**config.mk**
```make
export PLATFORM = sky130hd
export DESIGN_NAME = ceres_rst_seq
export DESIGN_NICKNAME = d
export VERILOG_FILES = /design/src/rtl/ceres_rst_seq_pkg.sv /design/src/rtl/ceres_sync_2ff.sv /design/src/rtl/ceres_rst_seq.sv
export SDC_FILE = /design/constraint.sdc
export NUM_CORES = 1
export LEC_CHECK = 0
export CAP_MARGIN = 5
export CELL_PAD_IN_SITES_DETAIL_PLACEMENT = 0
export CELL_PAD_IN_SITES_GLOBAL_PLACEMENT = 1
export CORE_UTILIZATION = 40
export DETAILED_ROUTE_END_ITERATION = 12
export PLACE_DENSITY = 0.74
export SLEW_MARGIN = 20
export SYNTH_ARGS = -nofsm -noshare
export SYNTH_HDL_FRONTEND = slang
export SYNTH_SLANG_ARGS = --single-unit
```
**constraint.sdc**
```tcl
create_clock -name clk_i -period 4.45 [get_ports clk_i]
set_input_delay 0.89 -clock clk_i [delete_from_list [all_inputs] [get_ports clk_i]]
set_output_delay 0.89 -clock clk_i [all_outputs]
set_load 0.01 [all_outputs]
```
**src/rtl/ceres_rst_seq_pkg.sv**
```systemverilog
// ----------------------------------------------------------------------------
// ceres_param
//   Shared types and default constants for the CERES reset sequencer.
//   - rst_seq_state_e : sequencer FSM states
//   - rst_cause_e     : encodings reported on rst_cause_o
//   - *_DEF           : default cycle counts for the sequencer parameters
// ----------------------------------------------------------------------------
package ceres_param;

    typedef enum logic [1:0] {
        WAIT_LOCK = 2'd0,
        HOLD      = 2'd1,
        PERIPH    = 2'd2,
        RUN       = 2'd3
    } rst_seq_state_e;

    typedef enum logic [1:0] {
        RST_CAUSE_EXT  = 2'b00,
        RST_CAUSE_LOCK = 2'b01,
        RST_CAUSE_WDT  = 2'b10,
        RST_CAUSE_RSVD = 2'b11
    } rst_cause_e;

    localparam int unsigned LOCK_STABLE_CYC_DEF  = 1024;
    localparam int unsigned RST_HOLD_CYC_DEF     = 64;
    localparam int unsigned PERIPH_DELAY_CYC_DEF = 16;

endpackage

```
**src/rtl/ceres_sync_2ff.sv**
```systemverilog
// ----------------------------------------------------------------------------
// ceres_sync_2ff
//   Two-flop synchronizer for signals asynchronous to clk_i. Output follows
//   the input with two clock edges of latency. Both flops clear on rst_i.
//
// Ports
//   clk_i : destination clock
//   rst_i : asynchronous active-high reset
//   d_i   : asynchronous input bus (WIDTH bits, each bit independent)
//   q_o   : synchronized output
// ----------------------------------------------------------------------------
module ceres_sync_2ff #(
    parameter int unsigned WIDTH = 1
) (
    input  logic             clk_i,
    input  logic             rst_i,
    input  logic [WIDTH-1:0] d_i,
    output logic [WIDTH-1:0] q_o
);

    logic [WIDTH-1:0] sync_p0;
    logic [WIDTH-1:0] sync_p1;

    always_ff @(posedge clk_i or posedge rst_i) begin
        if (rst_i) begin
            sync_p0 <= '0;
            sync_p1 <= '0;
        end else begin
            // p0: metastability capture; p1: settled copy
            sync_p0 <= d_i;
            sync_p1 <= sync_p0;
        end
    end

    assign q_o = sync_p1;

endmodule

```
**src/rtl/ceres_rst_seq.sv**
```systemverilog
// ----------------------------------------------------------------------------
// ceres_rst_seq
//   Power-on / PLL-lock reset sequencer. Waits for a stable PLL lock, holds
//   both resets for a fixed time, releases the peripheral reset, then the
//   core reset after a further delay. Lock loss restarts the whole sequence;
//   a watchdog request (optional) re-runs the hold/release part only.
//
// Configuration
//   CERES_RST_SEQ_WDT_EN : when defined, a rising edge on wdt_reset_i in RUN
//                          triggers a watchdog reset. When undefined the port
//                          is present but ignored.
//
// Parameters (a value of 0 behaves as 1)
//   LOCK_STABLE_CYC  : consecutive synchronized-lock cycles before release
//   RST_HOLD_CYC     : cycles both resets stay asserted after lock
//   PERIPH_DELAY_CYC : cycles between peripheral and core reset release
//
// Ports
//   clk_i         : PLL output clock
//   rst_i         : asynchronous active-high reset
//   locked_i      : PLL lock, asynchronous to clk_i
//   wdt_reset_i   : watchdog reset request (level, clk_i domain)
//   periph_rst_no : peripheral reset, active-low
//   core_rst_no   : core reset, active-low
//   rst_cause_o   : last reset cause (00 ext, 01 lock loss, 10 watchdog)
//   seq_busy_o    : high whenever the sequencer is not in RUN
// ----------------------------------------------------------------------------
module ceres_rst_seq
    import ceres_param::*;
#(
    parameter int unsigned LOCK_STABLE_CYC  = LOCK_STABLE_CYC_DEF,
    parameter int unsigned RST_HOLD_CYC     = RST_HOLD_CYC_DEF,
    parameter int unsigned PERIPH_DELAY_CYC = PERIPH_DELAY_CYC_DEF
) (
    input  logic       clk_i,
    input  logic       rst_i,
    input  logic       locked_i,
    input  logic       wdt_reset_i,
    output logic       periph_rst_no,
    output logic       core_rst_no,
    output logic [1:0] rst_cause_o,
    output logic       seq_busy_o
);

    function automatic int unsigned clamp_min1(input int unsigned v);
        return (v == 0) ? 32'd1 : v;
    endfunction

    localparam int unsigned LOCK_EFF = clamp_min1(LOCK_STABLE_CYC);
    localparam int unsigned HOLD_EFF = clamp_min1(RST_HOLD_CYC);
    localparam int unsigned PER_EFF  = clamp_min1(PERIPH_DELAY_CYC);

    localparam int unsigned MAX_CYC =
        (LOCK_EFF > HOLD_EFF) ? ((LOCK_EFF > PER_EFF) ? LOCK_EFF : PER_EFF)
                              : ((HOLD_EFF > PER_EFF) ? HOLD_EFF : PER_EFF);

    // One extra bit of headroom; the counter never exceeds MAX_CYC-1.
    localparam int unsigned CNT_W = $clog2(MAX_CYC) + 1;

    localparam logic [CNT_W-1:0] LOCK_LAST = CNT_W'(LOCK_EFF - 1);
    localparam logic [CNT_W-1:0] HOLD_LAST = CNT_W'(HOLD_EFF - 1);
    localparam logic [CNT_W-1:0] PER_LAST  = CNT_W'(PER_EFF - 1);

    rst_seq_state_e   state_q, state_d;
    logic [CNT_W-1:0] cnt_q, cnt_d;
    rst_cause_e       cause_q, cause_d;
    logic             periph_rst_n_d;
    logic             core_rst_n_d;
    logic             busy_d;
    logic             locked_s;
    logic             wdt_evt;

    ceres_sync_2ff #(
        .WIDTH (1)
    ) u_lock_sync (
        .clk_i (clk_i),
        .rst_i (rst_i),
        .d_i   (locked_i),
        .q_o   (locked_s)
    );

`ifdef CERES_RST_SEQ_WDT_EN
    logic wdt_q;

    always_ff @(posedge clk_i or posedge rst_i) begin
        if (rst_i) begin
            wdt_q <= 1'b0;
        end else begin
            wdt_q <= wdt_reset_i;
        end
    end

    // Rising edge only: a request held high cannot retrigger after release.
    assign wdt_evt = wdt_reset_i & ~wdt_q;
`else
    logic unused_wdt;

    assign unused_wdt = wdt_reset_i;
    assign wdt_evt    = 1'b0;
`endif

    // Next-state, counter and cause decode.
    always_comb begin
        state_d = state_q;
        cnt_d   = cnt_q;
        cause_d = cause_q;

        unique case (state_q)
            WAIT_LOCK: begin
                if (!locked_s) begin
                    cnt_d = '0;
                end else if (cnt_q == LOCK_LAST) begin
                    state_d = HOLD;
                    cnt_d   = '0;
                end else begin
                    cnt_d = cnt_q + 1'b1;
                end
            end

            HOLD: begin
                if (!locked_s) begin
                    state_d = WAIT_LOCK;
                    cnt_d   = '0;
                    cause_d = RST_CAUSE_LOCK;
                end else if (cnt_q == HOLD_LAST) begin
                    state_d = PERIPH;
                    cnt_d   = '0;
                end else begin
                    cnt_d = cnt_q + 1'b1;
                end
            end

            PERIPH: begin
                if (!locked_s) begin
                    state_d = WAIT_LOCK;
                    cnt_d   = '0;
                    cause_d = RST_CAUSE_LOCK;
                end else if (cnt_q == PER_LAST) begin
                    state_d = RUN;
                    cnt_d   = '0;
                end else begin
                    cnt_d = cnt_q + 1'b1;
                end
            end

            RUN: begin
                // Lock loss is checked first so it wins over a watchdog event.
                if (!locked_s) begin
                    state_d = WAIT_LOCK;
                    cnt_d   = '0;
                    cause_d = RST_CAUSE_LOCK;
                end else if (wdt_evt) begin
                    state_d = HOLD;
                    cnt_d   = '0;
                    cause_d = RST_CAUSE_WDT;
                end
            end
        endcase
    end

    // Outputs are decoded from the next state so they register on the same
    // edge the state is entered.
    always_comb begin
        periph_rst_n_d = (state_d == PERIPH) || (state_d == RUN);
        core_rst_n_d   = (state_d == RUN);
        busy_d         = (state_d != RUN);
    end

    always_ff @(posedge clk_i or posedge rst_i) begin
        if (rst_i) begin
            state_q       <= WAIT_LOCK;
            cnt_q         <= '0;
            cause_q       <= RST_CAUSE_EXT;
            periph_rst_no <= 1'b0;
            core_rst_no   <= 1'b0;
            seq_busy_o    <= 1'b1;
        end else begin
            state_q       <= state_d;
            cnt_q         <= cnt_d;
            cause_q       <= cause_d;
            periph_rst_no <= periph_rst_n_d;
            core_rst_no   <= core_rst_n_d;
            seq_busy_o    <= busy_d;
        end
    end

    assign rst_cause_o = cause_q;

endmodule

```
==> flow_metrics.tcl, run 1 <==
set metrics [dict create \
    die_y_um 52.2 \
    ys_seq_area_share_pct 44.8 \
    setup_tns_ns 0 \
    irDropWorstVdd_v 0.000189 \
    routed-via-count 842 \
    period_minus_slack_ns 2.48 \
    ctsResizeCount 0 \
    netlist_area_um2 1010 \
    cp_slowest_stage_delay_ns 0.67 \
    clk_pin_slew_ns 0.10 \
    crit_chain "clkdlybuf4s50_1" \
    dpl_worst_slack_ns 2.27 \
    postCtsHoldBufs 0 \
    overflow 0 \
    die-area_um2 2720 \
    worst_hold_slack_ns 0.363 \
    path_max_fanout 16 \
    fin_crit_sh_pct 55.8 \
    rsz0062_at_grt "no" \
    die_w_um 52.2 \
    max-slew-margin-rel_pct 51.1 \
    criticalPathCategory "reg -> out" \
    cp.required_ns 3.56 \
    io_pins 9 \
    finalWorstSetupSlack_ns 1.97 \
    antenna_found_initial 0 \
    ys_warn_count 0 \
    post_cts_buffers 0 \
    fin_util_pct 48.4 \
    synth.area.top_cells "dfrtp_1 42%, nor3_1 3.5%, o21ai_0 3.5%" \
    rows 17 \
    critPathLaunchType "flip-flop" \
    yosys_register_bits 18 \
    yosysMostFrequentCell "dfrtp_1" \
    worst_ep_arrival_time_ns 1.59 \
    area_delta_synth_final_pct 10.4 \
    gr-usage-all-layers_pct 18.3 \
    leakage_nw 0.428 \
    core_um2 2300 \
    synthCells 107 \
    routed_wl_um 2060 \
    fin_nets 117 \
    setup_viol 0 \
    hpwl_um 1470 \
    powerDensity_nw_per_um2 255 \
    yosys_most_used_dff "dfrtp_1" \
    cts_made_buffers 3 \
    maxSlewViolCount 0 \
    synth_edf_count 0 \
    hold_path.class "reg -> reg" \
    grt_max_degree 19 \
    synthArstFlopShare_pct 100 \
    avgSynthCellArea_um2 9.41 \
    slowest_stage "dfrtp_1" \
    synth_nets 112 \
    cp-end-kind "output port" \
    skew_ns 0.00648 \
    initial_core_util_pct 43.8 \
    cts_buffer_depth 2 \
    netlist_top_cells_count "17 x dfrtp_1, 8 x nand2_1" \
    clkLatencyLatePin_ns 0.29 \
    avgViaCountPerCell 6.06 \
    cp_top_family "flip-flops" \
    grt_pass1_wl_um 3640 \
    cts_tree "done" \
    drtIter0Drc 20 \
    io_buffers 6 \
    synth.largest_area_cell "dfrtp_1" \
    h-tree-depth 1 \
    fmax_mhz 403 \
    ff2ff_setup_slack_ns 2.24 \
    wire_per_inst_um 14.8 \
    drtAntennaViolNets 0 \
    layout-drive-gt1-share_pct 9.01 \
    status "completed" \
    finalHoldViolations 0 \
    drtPass1Iterations 4 \
    ys_types 41 \
    cts.sinks 18 \
    crit_buf_inv 1 \
    grt_pass1_vias 802 \
    ctsRootBufferMaster "clkbuf_4" \
    worst_pin_slew_ns 0.734 \
    synth_top_area_share_pct 42.2 \
    cap_violations 0 \
    n_antenna_cell 0 \
    place_congestion 0.843 \
    drc_errors 0 \
]
## final timing paths
kind                                                     from                         to  cells past startpoint
worst min-delay path            u_lock_sync.sync_p0$_DFF_PP0_  u_lock_sync.q_o$_DFF_PP0_                      0
max in group asynchronous                               rst_i       cnt_q[1]$_DFFE_PP0P_                      2
min in group asynchronous                               rst_i       state_q[0]$_DFF_PP0_                      2
worst max-delay path                  periph_rst_no$_DFF_PP0_              periph_rst_no                      1
worst max register to register           cnt_q[8]$_DFFE_PP0P_       cnt_q[3]$_DFFE_PP0P_                      5
worst min register to register  u_lock_sync.sync_p0$_DFF_PP0_  u_lock_sync.q_o$_DFF_PP0_                      0
## per-layer routing
metal,up-vias,GRT usage (%),share of wire (%)
met5,-,0,0
met4,0,7.89,2.6
met3,8,2.03,2.0
met2,12,31.0,46
met1,412,23.4,49
li1,410,-,-
## worst reg2reg max path, cell delays in order (launching register included)
cell	delay [ns]
dfrtp_1	0.42
or4_4	0.59
nor4b_2	0.35
a221oi_1	0.26
nor3_1	0.34
o32ai_1	0.12
## report_power, final
| group | internal, mW | switching (mW) |
|---|---|---|
| combinational | 0.00516 | 0.00776 |
| sequential | 0.167 | 0.00482 |
| clock | 0.0498 | 0.0498 |
| total | 0.222 | 0.0624 |
## cell usage in the layout, fill, tap and decap left out, types with 4 or more instances in the layout
cell type / instances
nor3_1: 7
nand2_1: 8
dfrtp_1: 17
nand3_1: 4
clkdlybuf4s50_1: 6
inv_1: 7
nor2_1: 7
o21ai_0: 7
## state kept, by name, summed over array words and instances (netlist names)
name and cells:
cnt_q 11, core_rst_no 1, periph_rst_no 1, rst_cause_o 1
seq_busy_o 1, state_q 1, u_lock_sync.q_o 1, u_lock_sync.sync_p0 1
## metrics by stage
step / power (mW) / cell area, µm² / cells
after floorplan: 0.183 / 1010 / 107
after global placement: 0.188 / 1080 / 135
after detailed placement: 0.188 / 1080 / 135
after CTS: 0.289 / 1110 / 139
after global routing: 0.296 / 1110 / 139
final: 0.284 / 1110 / 139
## kinds of logic (layout without fill, tap and decap cells)
kind of cell    after synthesis  in the layout  share of synthesized area, %
mux                           1              1                         0.994
xor+xnor                      1              1                         0.870
simple gates                 42             42                          22.7
fa+ha+maj                     1              1                          1.24
buf+inv                      13             17                          5.22
flops                        18             18                          44.8
other cells                   1              1                         0.372
compound gates               30             30                          23.7
## final cells by class
cell class                      count  area [µm²]
Clock buffer                        4        36.3
Fill cell                         230        1180
Inverter                            7        26.3
Tap cell                           28        35.0
Sequential cell                    18         452
Multi-Input combinational cell     76         503
Timing Repair Buffer                6        60.1
No activity file was read; power rests on OpenSTA's default activity.
==> inputs of run 2 (changes only) <==
CORE_UTILIZATION = 38   (was 40)
PLACE_DENSITY = 0.73   (was 0.74)
clock period = 2.2 ns   (was 4.45 ns; I/O delays follow)
==> flow_metrics.tcl, run 2 (synthesized netlist as in run 1, its figures left out) <==
set metrics [dict create \
    io_pins 9 \
    multi_input_area_um2 522 \
    highest_layer "met4" \
    hpwl_um 1630 \
    grt_max_degree 19 \
    die_y_um 53.5 \
    wl_met2_um 1150 \
    drtIter0Drc 13 \
    status "completed" \
    fin_crit_sh_pct 95.8 \
    overflow 0 \
    wl_met1_um 1090 \
    critPathLaunchType "flip-flop" \
    ctsRootBufferMaster "clkbuf_4" \
    routed_wl_um 2360 \
    drc_errors 0 \
    top_register "cnt_q" \
    wire_per_inst_um 15.6 \
    rows 18 \
    cts_made_buffers 3 \
    clkLatencyLatePin_ns 0.31 \
    max-slew-margin-rel_pct 52.5 \
    postCtsHoldBufs 0 \
    gr-usage-all-layers_pct 20.1 \
    worst_pin_slew_ns 0.712 \
    routed-via-count 898 \
    path_max_fanout 5 \
    finalHoldViolations 0 \
    criticalPathCategory "reg -> reg" \
    grt_pass1_vias 832 \
    io_buffers 6 \
    setup_tns_ns 0 \
    place_congestion 0.769 \
    hold_path.class "reg -> reg" \
    wl_met3_um 82 \
    cts_buffer_depth 2 \
    area_delta_synth_final_pct 20.0 \
    finalWorstSetupSlack_ns 0.0925 \
    n_antenna_cell 0 \
    cp-end-kind "flip-flop" \
    irDropWorstVdd_v 0.000375 \
    layout_commonest_cell "dfrtp_1" \
    cap_violations 0 \
    maxSlewViolCount 0 \
    h-tree-depth 1 \
    drtPass1Iterations 4 \
    die_w_um 53.5 \
    setup_viol 0 \
    powerDensity_nw_per_um2 492 \
    period_minus_slack_ns 2.11 \
    cts_tree "done" \
    cts.sinks 18 \
    rsz0062_at_grt "no" \
    drtAntennaViolNets 0 \
    antenna_found_initial 0 \
    grt_pass1_wl_um 3990 \
    fin_total_pwr_uw 594 \
    avgViaCountPerCell 5.95 \
    clk_pin_slew_ns 0.12 \
    die-area_um2 2860 \
    fmax_mhz 475 \
    skew_ns 0.0108 \
    regArea_um2 452 \
    leakage_nw 0.485 \
    largest_register_ffs 11 \
    cp.required_ns 2.40 \
    dpl_worst_slack_ns 0.0662 \
    initial_core_util_pct 40.3 \
    layout-drive-gt1-share_pct 19.0 \
    fin_nets 127 \
    core_um2 2500 \
    worst_ep_arrival_time_ns 2.30 \
    fill_cells 249 \
    layout_common_cells "17 x dfrtp_1, 10 x buf_4, 8 x nand2_1" \
]
run 2: changes by cell type in the layout (fill, tap and decap cells not counted):
cell	previous run	this run
o41ai_1	2	1
nor3_2	0	1
a221oi_2	0	1
buf_4	0	10
nor3_1	7	6
a221oi_1	2	1
o41ai_2	0	1
run 2: stage by stage:
stage                     cells  hold slack (ns)  util (%)  instance area (µm²)
after floorplan             107            0.331         -                 1010
after global placement      146            0.332      45.8                 1150
after detailed placement    146            0.345      45.8                 1150
after CTS                   150            0.370      47.3                 1180
after global routing        151            0.378      48.3                 1210
final                       151            0.362      48.3                 1210
run 2: cell type report:
class	count	share of cell area, %
multi-input combinational	76	43.2
sequential	18	37.4
timing repair buffer	16	11.2
tap	30	3.11
clock buffer	4	3.00
inverter	7	2.17
run 2: metal layers:
layer | track usage (%) | vias up
met5 | 0 | -
met4 | 7.89 | 0
met3 | 3.45 | 5
met2 | 32.9 | 32
met1 | 25.8 | 431
li1 | - | 430
run 2: report_power, final:
group | internal, mW | switching [mW]
clock network | 0.101 | 0.113
logic | 0.0153 | 0.0201
registers | 0.337 | 0.00757
total | 0.453 | 0.141
run 2: path summary, 6_finish.rpt:
kind / from / endpoint / slack, ns / depth (start not counted)
worst max register to register: cnt_q[8]$_DFFE_PP0P_ / cnt_q[3]$_DFFE_PP0P_ / 0.09 / 5
min in group asynchronous: rst_i / cnt_q[3]$_DFFE_PP0P_ / 0.53 / 2
worst min register to register: u_lock_sync.sync_p0$_DFF_PP0_ / u_lock_sync.q_o$_DFF_PP0_ / 0.36 / 0
max in group asynchronous: rst_i / u_lock_sync.q_o$_DFF_PP0_ / 1.21 / 2
worst max-delay path: cnt_q[8]$_DFFE_PP0P_ / cnt_q[3]$_DFFE_PP0P_ / 0.09 / 5
worst min-delay path: u_lock_sync.sync_p0$_DFF_PP0_ / u_lock_sync.q_o$_DFF_PP0_ / 0.36 / 0
run 2: timing repair:
item                                    CTS  global route
hold endpoints to repair                  0             0
resized for setup                         0             3
setup buffers                             0             1
endpoints found under the setup margin    0             4
run 2: worst max-delay path, cell delays in order (launching register included):
cell and delay [ns]:
dfrtp_1 0.43, or4_4 0.60, o41a_1 0.39, o311ai_4 0.33, buf_4 0.18, o32ai_1 0.08
==> inputs of run 3 (changes only) <==
CORE_UTILIZATION = 40   (was 38)
DONT_BUFFER_PORTS = 1   (was default)
GPL_TIMING_DRIVEN = 0   (was default)
PLACE_DENSITY = 0.7   (was 0.73)
==> flow_metrics.tcl, run 3 (synthesized netlist as in run 1, its figures left out) <==
set metrics [dict create \
    status "completed" \
    initial_core_util_pct 43.8 \
    fin_nets 119 \
    place_congestion 0.804 \
    overflow 0 \
    top_usage_layer "met2" \
    regArea_um2 453 \
    clkLatencyLatePin_ns 0.31 \
    top_register "cnt_q" \
    irDropWorstVdd_v 0.000327 \
    cp_slowest_stage_delay_ns 0.60 \
    ctsRootBufferMaster "clkbuf_4" \
    gr-usage-all-layers_pct 21.3 \
    drtAntennaViolNets 0 \
    layout_common_cells "16 x dfrtp_1, 8 x nand2_1, 7 x inv_1, 7 x nor2_1, 7 x o21ai_0" \
    skew_ns 0.0128 \
    powerDensity_nw_per_um2 523 \
    largest_register_ffs 11 \
    drc_errors 0 \
    layout_commonest_cell "dfrtp_1" \
    grt_pass1_wl_um 4110 \
    maxSlewViolCount 0 \
    reg2reg_depth 6 \
    fin_total_pwr_uw 589 \
    criticalPathCategory "reg -> reg" \
    leakage_nw 0.438 \
    cts_made_buffers 3 \
    antenna_found_initial 0 \
    fill_cells 224 \
    cts_tree "done" \
    worst_pin_slew_ns 0.705 \
    drtPass1Iterations 4 \
    cp.required_ns 2.38 \
    worstReg2RegEnd "cnt_q[7]$_DFFE_PP0P_" \
    wire_per_inst_um 17.0 \
    routed-via-count 859 \
    ff2ff_setup_slack_ns 0.05 \
    cp-end-kind "flip-flop" \
    rows 17 \
    grt_pass1_vias 830 \
    cts.sinks 18 \
    dpl-instance-area_um2 1040 \
    postCtsHoldBufs 0 \
    path_max_fanout 7 \
    io_pins 9 \
    cap_violations 0 \
    core_um2 2300 \
    finalHoldViolations 0 \
    die_w_um 52.2 \
    hold_path.class "in -> async" \
    period_minus_slack_ns 2.15 \
    cts_buffer_depth 2 \
    clk_pin_slew_ns 0.12 \
    hpwl_um 1660 \
    critPathLaunchType "flip-flop" \
    routed_wl_um 2400 \
    fmax_mhz 465 \
    slowest_stage "or4_4" \
    multi_input_area_um2 531 \
    n_antenna_cell 0 \
    setup_tns_ns 0 \
    worst_ep_arrival_time_ns 2.34 \
    avgViaCountPerCell 6.09 \
    drtIter0Drc 30 \
    io_buffers 0 \
    area_delta_synth_final_pct 11.8 \
    stdcell_area_um2 1130 \
    setup_viol 0 \
    h-tree-depth 1 \
    max-slew-margin-rel_pct 52.9 \
    r2r_start "cnt_q[8]$_DFFE_PP0P_" \
    use_met2_pct 30.8 \
    layout-drive-gt1-share_pct 15.0 \
    die-area_um2 2720 \
    rsz0062_at_grt "yes" \
    grtUsageMet1_pct 30.6 \
    crit_chain "or4_4, o41a_1, o311ai_4, buf_6, or3_1, o21ai_1" \
    die_y_um 52.2 \
    grt_use_met3_pct 6.38 \
    grt_max_degree 19 \
    fin_crit_sh_pct 97.8 \
]
-- run 3: power breakdown --
part	switching (mW)	internal [mW]	leakage, nW
logic	0.0191	0.0106	0.178
clock network	0.113	0.101	0.0210
registers	0.00792	0.337	0.239
total	0.140	0.449	0.438
-- run 3: cell type report --
class | instances | area share [%]
sequential | 18 | 40.2
clock buffer | 4 | 3.22
buffer | 6 | 2.33
timing repair buffer | 2 | 1.67
tap | 28 | 3.11
multi-input combinational | 76 | 47.1
inverter | 7 | 2.33
-- run 3: worst max-delay path: cells and delay by family, from the launching register on --
kind | cells | cell delay [ns]
compound gates | 3 | 0.73
simple gates | 2 | 0.70
flops | 1 | 0.43
buf+inv | 1 | 0.17
-- run 3: per-stage QoR --
stage	instances	setup WS (ns)	hold WS [ns]	utilization, %
4_1_cts	139	0.00163	0.143	46.9
2_1_floorplan	107	0.225	0.331	-
3_5_place_dp	135	0.0181	0.339	45.4
3_3_place_gp	135	-0.0179	0.335	45.4
5_1_grt	141	-0.00391	0.131	49.0
6_report	141	0.0482	0.115	49.0
-- run 3: metal layers --
metal | part of all wire [%] | wire, µm | vias up
met5 | 0 | 0 | -
li1 | - | - | 412
met3 | 3.7 | 90 | 2
met2 | 47 | 1120 | 22
met1 | 49 | 1180 | 423
met4 | 0.42 | 10 | 0
-- run 3: what timing repair did --
action / in CTS / in global routing
setup buffers: 0 / 2
endpoints found under the setup margin: 1 / 7
resized for setup: 0 / 6
pin swaps: 1 / 1
hold endpoints to repair: 0 / 0
-- run 3: worst max-delay path by stage --
stage	start	to	slack, ns
global route	cnt_q[8]$_DFFE_PP0P_	cnt_q[7]$_DFFE_PP0P_	-0.004
CTS	cnt_q[8]$_DFFE_PP0P_	cnt_q[3]$_DFFE_PP0P_	0.002
detailed placement	cnt_q[8]$_DFFE_PP0P_	cnt_q[3]$_DFFE_PP0P_	0.02
floorplan	cnt_q[8]$_DFFE_PP0P_	cnt_q[7]$_DFFE_PP0P_	0.22
finish	cnt_q[8]$_DFFE_PP0P_	cnt_q[7]$_DFFE_PP0P_	0.05
global placement	cnt_q[8]$_DFFE_PP0P_	cnt_q[3]$_DFFE_PP0P_	-0.02
